$ cat config.mk
export PLATFORM = sky130hd
export DESIGN_NAME = lc3_regbank_wr
export DESIGN_NICKNAME = d
export VERILOG_FILES = /design/src/rtl/lc3_pkg.sv /design/src/rtl/lc3_nzp_gen.sv /design/src/rtl/lc3_regbank_wr.sv
export SDC_FILE = /design/constraint.sdc
export NUM_CORES = 1
export LEC_CHECK = 0
export CORE_MARGIN = 2
export CORE_UTILIZATION = 50
export CTS_CLUSTER_DIAMETER = 30
export DETAILED_ROUTE_END_ITERATION = 8
export MAX_ROUTING_LAYER = met4
export PLACE_DENSITY = 0.85
export SETUP_SLACK_MARGIN = 0.15
export SYNTH_ARGS = -nofsm -noshare
export SYNTH_HDL_FRONTEND = slang
export SYNTH_SLANG_ARGS = --single-unit
$ cat constraint.sdc
create_clock -name CLK -period 5.35 [get_ports CLK]
set_input_delay 0.8025 -clock CLK [delete_from_list [all_inputs] [get_ports CLK]]
set_output_delay 0.8025 -clock CLK [all_outputs]
set_load 0.05 [all_outputs]
$ cat src/rtl/lc3_pkg.sv
`default_nettype none
// ============================================================================
// Module   : lc3_pkg
// Brief    : Shared widths, NZP encodings and register-index type for LC-3.
// Revision : 1.0 - initial release
// ============================================================================
package lc3_pkg;

  localparam int WORD_W   = 16;
  localparam int REG_AW   = 3;
  localparam int NUM_REGS = 8;

  localparam logic [2:0] NZP_N   = 3'b100;
  localparam logic [2:0] NZP_Z   = 3'b010;
  localparam logic [2:0] NZP_P   = 3'b001;
  localparam logic [2:0] NZP_RST = NZP_Z;

  typedef logic [REG_AW-1:0] reg_idx_t;

endpackage
`default_nettype wire

$ cat src/rtl/lc3_nzp_gen.sv
`default_nettype none
// ============================================================================
// Module   : lc3_nzp_gen
// Brief    : Combinational one-hot {N,Z,P} classification of a signed word.
// Revision : 1.0 - initial release
// ============================================================================
module lc3_nzp_gen
  import lc3_pkg::*;
#(
  parameter int WIDTH = WORD_W
) (
  input  logic [WIDTH-1:0] value,
  output logic [2:0]       nzp
);

  always_comb begin
    nzp = NZP_P;
    if (value[WIDTH-1])
      nzp = NZP_N;
    else if (value == '0)
      nzp = NZP_Z;
  end

endmodule
`default_nettype wire

$ cat src/rtl/lc3_regbank_wr.sv
`default_nettype none
// ============================================================================
// Module   : lc3_regbank_wr
// Brief    : LC-3 register file write side: 8 GPRs, NZP codes, busy
//            scoreboard. Define LC3_WR_BYPASS_EN for same-cycle write bypass.
// Revision : 1.0 - initial release
// ============================================================================
module lc3_regbank_wr
  import lc3_pkg::*;
#(
  parameter int WIDTH = WORD_W,
  parameter int NREG  = NUM_REGS
) (
  input  logic             CLK,
  input  logic             RST_N,
  input  logic             WE,
  input  reg_idx_t         DR,
  input  logic [WIDTH-1:0] D_IN,
  input  logic             LD_CC,
  input  logic             ISSUE_V,
  input  reg_idx_t         ISSUE_DR,
  output logic [WIDTH-1:0] Q0,
  output logic [WIDTH-1:0] Q1,
  output logic [WIDTH-1:0] Q2,
  output logic [WIDTH-1:0] Q3,
  output logic [WIDTH-1:0] Q4,
  output logic [WIDTH-1:0] Q5,
  output logic [WIDTH-1:0] Q6,
  output logic [WIDTH-1:0] Q7,
  output logic [2:0]       NZP,
  output logic [NREG-1:0]  BUSY
);

  logic [WIDTH-1:0] r_regs [NREG];
  logic [2:0]       r_nzp;
  logic [NREG-1:0]  r_busy;

  logic [2:0]       w_nzp;
  logic [NREG-1:0]  w_set;
  logic [NREG-1:0]  w_clr;
  logic [NREG-1:0]  w_busy_next;
  logic [WIDTH-1:0] w_q [NREG];

  lc3_nzp_gen #(
    .WIDTH (WIDTH)
  ) u_nzp_gen (
    .value (D_IN),
    .nzp   (w_nzp)
  );

  // Issue beats write-back on the same register: the new write is still owed.
  generate
    for (genvar i = 0; i < NREG; i++) begin : g_busy
      assign w_set[i]       = ISSUE_V && (ISSUE_DR == reg_idx_t'(i));
      assign w_clr[i]       = WE && (DR == reg_idx_t'(i));
      assign w_busy_next[i] = w_set[i] ? 1'b1 : (w_clr[i] ? 1'b0 : r_busy[i]);
    end
  endgenerate

  always_ff @(posedge CLK) begin
    if (!RST_N) begin
      for (int i = 0; i < NREG; i++) begin
        r_regs[i] <= '0;
      end
      r_nzp  <= NZP_RST;
      r_busy <= '0;
    end else begin
      if (WE) begin
        r_regs[DR] <= D_IN;
      end
      if (WE && LD_CC) begin
        r_nzp <= w_nzp;
      end
      r_busy <= w_busy_next;
    end
  end

  generate
    for (genvar i = 0; i < NREG; i++) begin : g_q
`ifdef LC3_WR_BYPASS_EN
      assign w_q[i] = (WE && (DR == reg_idx_t'(i))) ? D_IN : r_regs[i];
`else
      assign w_q[i] = r_regs[i];
`endif
    end
  endgenerate

  assign Q0   = w_q[0];
  assign Q1   = w_q[1];
  assign Q2   = w_q[2];
  assign Q3   = w_q[3];
  assign Q4   = w_q[4];
  assign Q5   = w_q[5];
  assign Q6   = w_q[6];
  assign Q7   = w_q[7];
  assign NZP  = r_nzp;
  assign BUSY = r_busy;

endmodule
`default_nettype wire
# Word level (Yosys, flattened, before mapping)
# Memories as Yosys holds them, arrays and structs flattened.
# Index checks and enable logic that the tools add are counted.
[classes]
n_eq_ne = 14
n_lt_le_gt_ge = 0
div_mod_pow = 0
bitwise_logic = 0
mux = 25
add_sub_neg = 0
mul = 0
n_reduce_logical = 29
shift = 0
[ops]
columns = ["op", "count"]
rows = [
  ["$eq 3x3->1 const B", 8],
  ["$mux 1", 21],
  ["$logic_and 1x1->1", 17],
  ["$logic_not 16->1", 1],
  ["$mux 16", 1],
  ["$reduce_bool 2->1", 8],
  ["$reduce_or 16->1", 1],
  ["$eq 3x2->1 const B", 4],
  ["$eq 3x1->1 const B", 2],
  ["$logic_not 3->1", 2],
  ["$mux 3", 2],
  ["$mux 2", 1],
]
[word_totals]
latch_bits = 0
rom_bits = 0
ff_bits = 11
wordCells = 78
in_bits = 27
memories = 1
out_inout_bits = 139
mem_bits_rw = 128
[mem_list]
columns = ["name", "words", "word_bits", "read_ports", "rd_ports_with_merged_regs", "wr", "line_no", "text"]
rows = [
  ["r_regs", 8, 16, 8, 0, 8, "lc3_regbank_wr.sv:34", "logic [WIDTH-1:0] r_regs [NREG];"],
]

# Depth between registers and ports, before layout
[logic_depth]
ltp_word = 5
mapped_depth = 4
ltp_nobuf = 3

# Modules after synthesis
# From an unflattened synthesis, not the netlist that was laid out.
[unflattened]
cells_unflattened = 379
area_unflattened_um2 = 5525.3
[by_module_without_submodules]
columns = ["mod", "cells_each", "seq_area_each_um2", "instances", "area_each_um2"]
rows = [
  ["lc3_regbank_wr", 372, 4063.9, 1, 5475.3],
  ["lc3_nzp_gen", 7, 0.0, 1, 50.0],
]

# Worst setup path before layout
# No wires, ideal clock.
[synth_path]
path_type = "input -> register"
from = "input WE"
to = "memory r_regs[0][0] (netlist name), enable pin"
t_arrival_ns = 2.380
t_required_ns = 4.933
cell_stages = 2
path_buffers = 0
setup_ns = 0.417
setup_slack_ns = 2.552
path_cell_list = "or2b_1 > o31ai_1"
[synth_lines]
columns = ["element", "line_no", "text"]
rows = [
  ["from (decl)", "lc3_regbank_wr.sv:16", "input logic WE,"],
  ["to (decl)", "lc3_regbank_wr.sv:34", ""],
]

==> metrics.md <==
| Metric | Value |
|---|---|
| Worst R2R Start | NZP[0] |
| Slew HR | 35.9% |
| Std-Cell Rows | 37 |
| Yosys top cell area share | 72.9% |
| DR vias | roughly 3,400 |
| Fin crit period | approximately 2.7 ns |
| Status | finished clean |
| Die H | roughly 110 µm |
| Crit path capture type | register |
| Number of global-route vias before repair | between 3,000 and 4,000 |
| Post-synth EDFFs | approximately 130 |
| CTS Buffer Depth | 2 |
| MaxCap Viol Count | 0 |
| Root buffer cell | clkbuf_8 |
| Post-CTS sizing | 0 |
| Routed len/inst | between 15 and 20 µm |
| Overflow after GRT | 0 |
| Hold EP | NZP[2] |
| Setup violators final | 0 |
| Reg2Reg Depth | 2 |
| HPWL Detailed | roughly 8.8 mm |
| Mapped Nets | about 360 |
| Slew @ Worst Pin | between 0.9 and 1 ns |
| Routability Congestion | between 0.7 and 0.8 |
| I/O pins | about 170 |
| Worst clock skew | 0 ns |
| Ys async rst share | 0% |
| Hold-fix buffers at CTS | 0 |
| Top FF cell, synth | edfxtp_1 |
| Slowest cell on the critical path | clkdlybuf4s50_1 |
| Antenna violations before repair | 0 |
| Pin count of the biggest net entering global routing | 18 |
| Mapped Cells | between 300 and 400 |
| Fin crit share | approximately half |
| CP max FO | 16 |
| Setup TNS Final | 0 ns |
| Tot Pwr | about 3 mW |
| Slowest stage delay, CP | between 0.9 and 1 ns |
| Worst min-delay path startpoint | NZP[2] |
| Clk pin slew, worst setup/hold paths | approximately 0.06 ns |
| Simple-gate share of the synthesized area | 18.9% |
| R2R Path End | NZP[0] |
| Compound-Gate Fraction of Synth Area | 2.28% |
| Worst Setup Path Type | in -> reg |
| Worst path arrival time | slightly above 3 ns |
| Largest family of logic cells by synthesized area | simple AND/OR/NAND/NOR gates |
| Cell Chain, Critical Path | clkdlybuf4s50_1, nand3b_1, nor3_2, and2_1 |
| Post-synth cell types | 25 |
| Mux share of post-synthesis cell area | 0% |
| Yosys warns | 0 |
| Vias/cell | between 5 and 6 |
| P&R area growth vs syn | 46.5% |
| Unrepaired setup endpoints after global routing | no |
| FF-to-FF setup slack | 4.60 ns |
| Iter 0 DRT Violations | between 200 and 250 |
| Most instantiated cells after synthesis | and2_1, edfxtp_1, dfxtp_1, inv_1, o22ai_1 |
| H-tree Lvls | 4 |
| Syn_area_per_cell | about 16 µm² |
| Pleak | 2.76 nW |
| Final hold vios | 0 |
| Seq/Total Area, Yosys | between 70% and 80% |
| Synth top area cells | edfxtp_1, and2_1, dfxtp_1 |
| First-pass GRT wire length | just under 20 mm |
| Synth Area in XOR/XNOR | 0% |
| Antenna Cells | 0 |
| Sink Count | roughly 140 |
| IO buf count | between 150 and 200 |
| Drt first pass iters | 4 |
| Synth Cell Area | 5270 µm² |
| Crit path launch type | primary input |
| WL final | between 10 and 15 mm |
| Synth Register Bits | between 100 and 150 |
| Antenna violation net count after detailed routing | 0 |
| Peak Freq | ~380 MHz |
| Nets | ~540 |
| Drt drc | 0 |
| DIE AREA | approximately 11,000 µm² |
| Area leader, netlist | edfxtp_1 |
| Hold depth | 2 |
| Core ar. | around 10,000 µm² |
| VDD IR-drop max | around 200 µV |
| Synth Area in Adders | 0% |
| CTS tree | done |
| Initial Util | between 50% and 60% |
| Slew Limit Fails | 0 |
| GRT Total Usage | about a quarter |
| Pwr dens | a little under 400 nW/µm² |
| Worst-skew pair later-pin latency | 0.51 ns |
| HP Class | reg -> reg |
| Cts bufs inserted | 17 |
| Layout cells sized above 1 | under 10% |
| Crit path required time | 5.73 ns |
| Die width | ~110 µm |
| Post-CTS Setup Bufs | 0 |
[power breakdown]
part	switching (mW)	total [mW]	internal (mW)
clock	0.442	1.25	0.803
combinational	0.337	0.478	0.141
sequential	0.0246	1.28	1.26
[cell usage in the layout, fill, tap and decap left out, types with 3 or more instances in the layout]
master           count
clkdlybuf4s50_1    165
and2_1             128
edfxtp_1           128
clkbuf_16           16
dfxtp_1             11
inv_1                9
o22ai_1              8
nand2_1              6
nor2_2               6
bufinv_16            5
o21ai_2              4
nor4_1               4
nand3_1              3
nand3b_1             3
clkinvlp_4           3
clkinv_4             3
buf_4                3
[how the worst max path moves through the flow]
stage	start	endpoint	slack [ns]	cells past startpoint
2_1_floorplan	WE	r_regs[0][0]	2.55	2
3_3_place_gp	RST_N	r_regs[0][14]	2.41	4
3_5_place_dp	RST_N	r_regs[0][10]	2.25	4
4_1_cts	RST_N	r_regs[0][6]	2.74	4
5_1_grt	RST_N	r_regs[0][10]	2.62	4
6_report	RST_N	r_regs[0][10]	2.70	4
[metrics by stage]
stage	hold slack (ns)	instances	worst slack, ns	utilization (%)	instance area (µm²)
finish	0.478	663	2.70	75.2	7730
detailed placement	0.473	631	2.25	69.0	7090
CTS	0.482	663	2.74	75.2	7730
global route	0.503	663	2.62	75.2	7730
global placement	0.465	631	2.41	69.0	7090
floorplan	0.676	337	2.55	-	5270
[per-layer routing]
metal,track usage (%),share of wire [%],wire [µm]
met2,39.9,50,6550
met5,-,0,0
met4,11.4,2.4,311
met1,28.3,38,4990
met3,7.11,8.7,1130
[worst max-delay path: cells and delay by family]
kind	cells	cell delay, ns
AND/OR/NAND/NOR	3	1.32
buffers and inverters	1	0.91
[cell families (layout without fill, tap and decap cells)]
kind of cell,after synthesis,after routing
simple gates,160,160
flops,139,139
compound gates,19,19
buf+inv,19,209
[state kept, by name, summed over array words and instances (netlist names)]
register and flops:
BUSY 8, r_regs 128, NZP 3
[cell type report]
cell class,count,area [µm²]
timing repair buffer,168,1670
multi-input combinational,179,1150
sequential,139,4060
clock inverter,15,221
clock buffer,17,414
tap,136,170
fill,611,2550
inverter,9,33.8
No activity file was read; power rests on OpenSTA's default activity.
==> patch 1, RTL diff (same flow settings) <==
Set the package constant `WORD_W` to 32 (it was 16).
--- a/src/rtl/lc3_pkg.sv
+++ b/src/rtl/lc3_pkg.sv
@@ -6,7 +6,7 @@
 // ============================================================================
 package lc3_pkg;
 
-  localparam int WORD_W   = 16;
+  localparam int WORD_W   = 32;
   localparam int REG_AW   = 3;
   localparam int NUM_REGS = 8;
 
Ports: changed (9 resized); port bits go from 166 to 310. No check against the original RTL was run, so the function may have changed too.
==> patch 1 against the unedited design <==
  * Critical path type unchanged
  * Wire length rose by 130%
  * Power rose by 99%
  * Critical path depth rose by 1
  * Sequential share of layout area rose by 0.73 points
  * Final area rose by 92%
  * Final cell count rose by 88%
  * Sequential cell count rose by 128
  * Synthesized area rose by 90%
  * First-iteration DRC count rose to 2.6 times the old value
  * Worst setup slack got worse by 320 ps
  * Non-clock buffer count rose by 151
  * Sequential power rose by 93%
==> patch 1: results (changes against the unedited design) <==
<table>
<tr><th>Metric</th><th>Value</th></tr>
<tr><th colspan="2">Final layout</th></tr>
<tr><td>Fill cells</td><td>1,141 (+87%)</td></tr>
<tr><td>Final net count</td><td>996 (+84%)</td></tr>
<tr><td>Share of post-route cells with drive strength above 1</td><td>9.16% (-0.14 points)</td></tr>
<tr><td>Largest register FFs</td><td>256 (+100%)</td></tr>
<tr><th colspan="2">Placed design</th></tr>
<tr><td>DP Wirelength</td><td>18,900 um (+110%)</td></tr>
<tr><td>Placer congestion estimate</td><td>0.771 (-3.5%)</td></tr>
<tr><td>Port Buffers</td><td>309 (+87%)</td></tr>
<tr><td>Count of placed standard cells including taps</td><td>1,174 (+86%)</td></tr>
<tr><td>Placed Instance Area</td><td>0.0135 mm^2 (+90%)</td></tr>
<tr><th colspan="2">Synthesis</th></tr>
<tr><td>Count of flip-flops with a built-in enable after synthesis</td><td>256 (+100%)</td></tr>
<tr><td>Gate Count Post-Synth</td><td>616 (+83%)</td></tr>
<tr><td>Share of synthesized area occupied by flip-flops and latches</td><td>79.0% (+2.0 points)</td></tr>
<tr><td>List of most frequent post-synthesis cells</td><td>256 x sky130_fd_sc_hd__and2_1, 256 x sky130_fd_sc_hd__edfxtp_1, 24 x sky130_fd_sc_hd__clkbuf_2</td></tr>
<tr><th colspan="2">Global route</th></tr>
<tr><td>Global-route wire length before repair</td><td>43,600 um (+120%)</td></tr>
<tr><td>Largest net degree at the start of global routing</td><td>34 (+16)</td></tr>
<tr><th colspan="2">Clocking</th></tr>
<tr><td>Clock tree root driver cell</td><td>sky130_fd_sc_hd__clkbuf_16</td></tr>
<tr><td>H-tree levels</td><td>2 (-2)</td></tr>
<tr><td>Maximum clock path buffer count</td><td>3 (+1)</td></tr>
<tr><td>TritonCTS Buffers</td><td>42 (+25)</td></tr>
<tr><th colspan="2">Setup path</th></tr>
<tr><td>Highest net fanout along the worst path</td><td>32 (+16)</td></tr>
<tr><td>Worst Path Arrival</td><td>3350 ps (+320 ps)</td></tr>
<tr><th colspan="2">Pwr</th></tr>
<tr><td>Internal power component</td><td>4.31 mW (+96%)</td></tr>
<tr><th colspan="2">Route</th></tr>
<tr><td>DRC marker count from the first detailed-route iteration</td><td>583 (+160%)</td></tr>
<tr><td>Via density</td><td>5.30 (+2.6%)</td></tr>
<tr><td>First-pass detailed-route iteration total</td><td>5 (+1)</td></tr>
<tr><th colspan="2">Status</th></tr>
<tr><td>Run status</td><td>finished, final reports clean</td></tr>
<tr><th colspan="2">STA</th></tr>
<tr><td>Transition at the pin with the smallest max-transition slack</td><td>1290 ps (+326 ps)</td></tr>
</table>
==> patch 1: layout make-up <==
type | instances | area share [%]
Sequential cell | 267 | 53.3
Tap cell | 265 | 2.24
Timing Repair Buffer | 319 | 21.4
Clock inverter | 28 | 1.66
Inverter | 10 | 0.253
Clock buffer | 46 | 7.33
Multi-Input combinational cell | 313 | 13.8
==> patch 1: power by group through the flow <==
stage          Combinational [mW]  Clock (mW)  Sequential (mW)
6_report                    0.944        2.56             2.47
5_1_grt                     0.966        2.67             2.49
4_1_cts                     0.948        2.58             2.48
3_5_place_dp                0.942           0             2.51
3_3_place_gp                0.935           0             2.50
2_1_floorplan              0.0643           0             3.01
==> patch 1: worst max-delay path, stage by stage <==
cell and delay (ps):
sky130_fd_sc_hd__clkdlybuf4s50_1 650, sky130_fd_sc_hd__buf_4 310, sky130_fd_sc_hd__nand3b_1 270, sky130_fd_sc_hd__nor2_2 1040, sky130_fd_sc_hd__and2_1 260
==> patch 1: worst paths after layout <==
check	slack, ps	cells past startpoint	endpoint	startpoint
min reg2reg	470	2	BUSY[2]	BUSY[2]
max	2380	5	r_regs[6][31]	RST_N
max reg2reg	4670	2	NZP[1]	NZP[1]
min	470	2	BUSY[2]	BUSY[2]
==> patch 1: logic make-up (layout without fill, tap and decap cells) <==
| logic type | count (synthesis) | after routing |
|---|---|---|
| simple gates | 293 | 293 |
| buf+inv | 36 | 403 |
| compound gates | 20 | 20 |
| flops | 267 | 267 |
==> patch 1: metal layers <==
layer | GRT usage (%) | wire length, um | up-vias
li1 | - | - | 2865
met1 | 33.9 | 10800 | 3235
met2 | 47.7 | 15100 | 429
met3 | 8.65 | 2920 | 81
met4 | 11.0 | 1150 | 0
met5 | - | 0 | -
==> patch 1: stage by stage <==
step / utilization, % / power (mW)
global placement: 69.1 / 3.44
CTS: 75.9 / 6.00
detailed placement: 69.1 / 3.45
finish: 75.9 / 5.98
global route: 75.9 / 6.12
floorplan: - / 3.07
==> patch 2, RTL diff (same settings) <==
Without the edit above. Put a register stage on the output `Q7`, cleared by the reset. The value now appears one clock later. The other outputs are not delayed to match.
--- a/src/rtl/lc3_regbank_wr.sv
+++ b/src/rtl/lc3_regbank_wr.sv
@@ -92,7 +92,13 @@
   assign Q4   = w_q[4];
   assign Q5   = w_q[5];
   assign Q6   = w_q[6];
-  assign Q7   = w_q[7];
+  always_ff @(posedge CLK) begin
+    if (!RST_N) begin
+      Q7 <= '0;
+    end else begin
+      Q7 <= w_q[7];
+    end
+  end
   assign NZP  = r_nzp;
   assign BUSY = r_busy;
 
Function: changed (Yosys sat finds a counterexample within 4 cycles, from zero or initial values and one cycle with RST_N low).
==> patch 2 against the unedited design <==
  * Synthesized cell count up 9.5%
  * Final area increased by 4.7%
  * Power is 2.2% higher
  * Sequential share of layout area rose by 1.6 points
  * Global-route usage down 1.4 points
  * Synthesized area up 7.4%
  * Wire length increased by 4.3%
  * Sequential cell count grew 16
  * Worst setup slack worse by 500 ps
  * Largest power group unchanged
  * Highest routed layer unchanged
==> patch 2: results (changes against the unedited design) <==
<table>
<tr><th>Metric</th><th>Value</th></tr>
<tr><th colspan="2">Status</th></tr>
<tr><td>Run status</td><td>finished, final reports clean</td></tr>
<tr><th colspan="2">Synthesis</th></tr>
<tr><td>Yosys cell types</td><td>23 (-8.0%)</td></tr>
<tr><td>List of most frequent post-synthesis cells</td><td>144 x sky130_fd_sc_hd__and2_1, 128 x sky130_fd_sc_hd__edfxtp_1, 27 x sky130_fd_sc_hd__dfxtp_1</td></tr>
<tr><td>Number of warnings issued by yosys</td><td>0 (unchanged)</td></tr>
<tr><td>Synthesized netlist net count</td><td>396 (+8.8%)</td></tr>
<tr><td>Top area cells in the synthesized netlist</td><td>sky130_fd_sc_hd__edfxtp_1 68%, sky130_fd_sc_hd__and2_1 16%, sky130_fd_sc_hd__dfxtp_1 9.5%, sky130_fd_sc_hd__clkbuf_2 0.71%, sky130_fd_sc_hd__o22ai_1 0.66%</td></tr>
<tr><td>Share of synthesized area occupied by flip-flops and latches</td><td>77.4% (+0.33 points)</td></tr>
<tr><th colspan="2">Route</th></tr>
<tr><td>Vias after detailed routing</td><td>3,556 (+3.9%)</td></tr>
<tr><td>DRC marker count from the first detailed-route iteration</td><td>198 (-12%)</td></tr>
<tr><td>Drt wl/cell</td><td>19.5 um (-0.49%)</td></tr>
<tr><td>First-pass detailed-route iteration total</td><td>5 (+1)</td></tr>
<tr><th colspan="2">Final layout</th></tr>
<tr><td>Final net count</td><td>569 (+5.2%)</td></tr>
<tr><td>Share of post-route cells with drive strength above 1</td><td>7.75% (-1.6 points)</td></tr>
<tr><th colspan="2">Pwr</th></tr>
<tr><td>Maximum resistive drop on vdd</td><td>264 uV (+31%)</td></tr>
<tr><td>Total leakage power</td><td>2.90 nW (+5.0%)</td></tr>
<tr><th colspan="2">Global route</th></tr>
<tr><td>Via count of the first global-routing pass</td><td>3,727 (+6.5%)</td></tr>
<tr><td>Total routing usage reported by global routing</td><td>23.1% (-1.4 points)</td></tr>
<tr><td>Global-route wire length before repair</td><td>20,500 um (+4.2%)</td></tr>
<tr><th colspan="2">STA</th></tr>
<tr><td>Worst Skew</td><td>3.91 ps (+3.91 ps)</td></tr>
<tr><th colspan="2">Setup path</th></tr>
<tr><td>Setup crit start kind</td><td>primary input</td></tr>
<tr><td>Worst Path Arrival</td><td>3430 ps (+400 ps)</td></tr>
<tr><td>Highest net fanout along the worst path</td><td>32 (+16)</td></tr>
<tr><th colspan="2">Placed design</th></tr>
<tr><td>Placed Instance Area</td><td>0.00749 mm^2 (+5.6%)</td></tr>
<tr><td>DP Wirelength</td><td>9280 um (+5.2%)</td></tr>
<tr><td>Placer congestion estimate</td><td>0.789 (-1.2%)</td></tr>
<tr><th colspan="2">Clocking</th></tr>
<tr><td>Clock transition at the registers of the reported paths</td><td>70 ps</td></tr>
<tr><td>Clock tree root driver cell</td><td>sky130_fd_sc_hd__clkbuf_16</td></tr>
</table>
## patch 2: cell count changes after synthesis, sizes merged, moves of 2 or more
| cell | change |
|---|---|
| and2 | +16 |
| clkbuf | +3 |
| dfxtp | +16 |
| nand2b | +3 |
| o22ai | -2 |
| o32ai | +2 |
| or2b | -2 |
## patch 2: through the flow
step / setup WS [ps] / util (%) / power [mW] / instances / hold WS (ps)
floorplan: 2630 / - / 1.72 / 369 / 426
global placement: 1890 / 68.5 / 1.91 / 663 / 434
detailed placement: 1710 / 68.5 / 1.91 / 663 / 433
CTS: 2150 / 73.9 / 3.08 / 695 / 448
global route: 1930 / 73.9 / 3.16 / 695 / 461
finish: 2200 / 73.9 / 3.07 / 695 / 448
## patch 2: power by group
part	switching (mW)	internal, mW
clock	0.496	0.686
sequential	0.0256	1.38
combinational	0.339	0.141
total	0.861	2.21
## patch 2: path summary, 6_finish.rpt
kind / startpoint / endpoint / depth (start not counted)
worst min-delay path: r_regs[7][15] / Q7[15] / 1
worst min register to register: r_regs[7][15] / Q7[15] / 1
worst max-delay path: RST_N / r_regs[5][1] / 4
worst max register to register: NZP[0] / NZP[0] / 2
## patch 2: critical path, cell delays in order
cell	delay (ps)
sky130_fd_sc_hd__clkdlybuf4s50_1	1220
sky130_fd_sc_hd__nand3_1	330
sky130_fd_sc_hd__nor2_1	820
sky130_fd_sc_hd__and2_1	240
## patch 2: cells by family (layout without fill, tap and decap cells)
logic type             after synthesis  after routing  share of synthesized area [%]
buffers and inverters               20            206                           1.52
AND/OR/NAND/NOR                    175            175                           18.9
AO/OA/AOI/OAI                       19             19                           2.21
flip-flops                         155            155                           77.4
## patch 2: final cells by class
cell class / instances / area [um^2]
clock inverter: 12 / 97.6
inverter: 8 / 30.0
fill: 690 / 2850
sequential: 155 / 4380
clock buffer: 20 / 500
multi-input combinational: 194 / 1240
tap: 140 / 175
timing repair buffer: 166 / 1660
## patch 2: routing by layer
metal  share of wire (%)  up-vias  track usage (%)
li1                    -     1641                -
met1                  40     1712             27.3
met2                  50      173             37.5
met3                 7.4       30             7.68
met4                 2.3        0             7.83
met5                   0        -                -
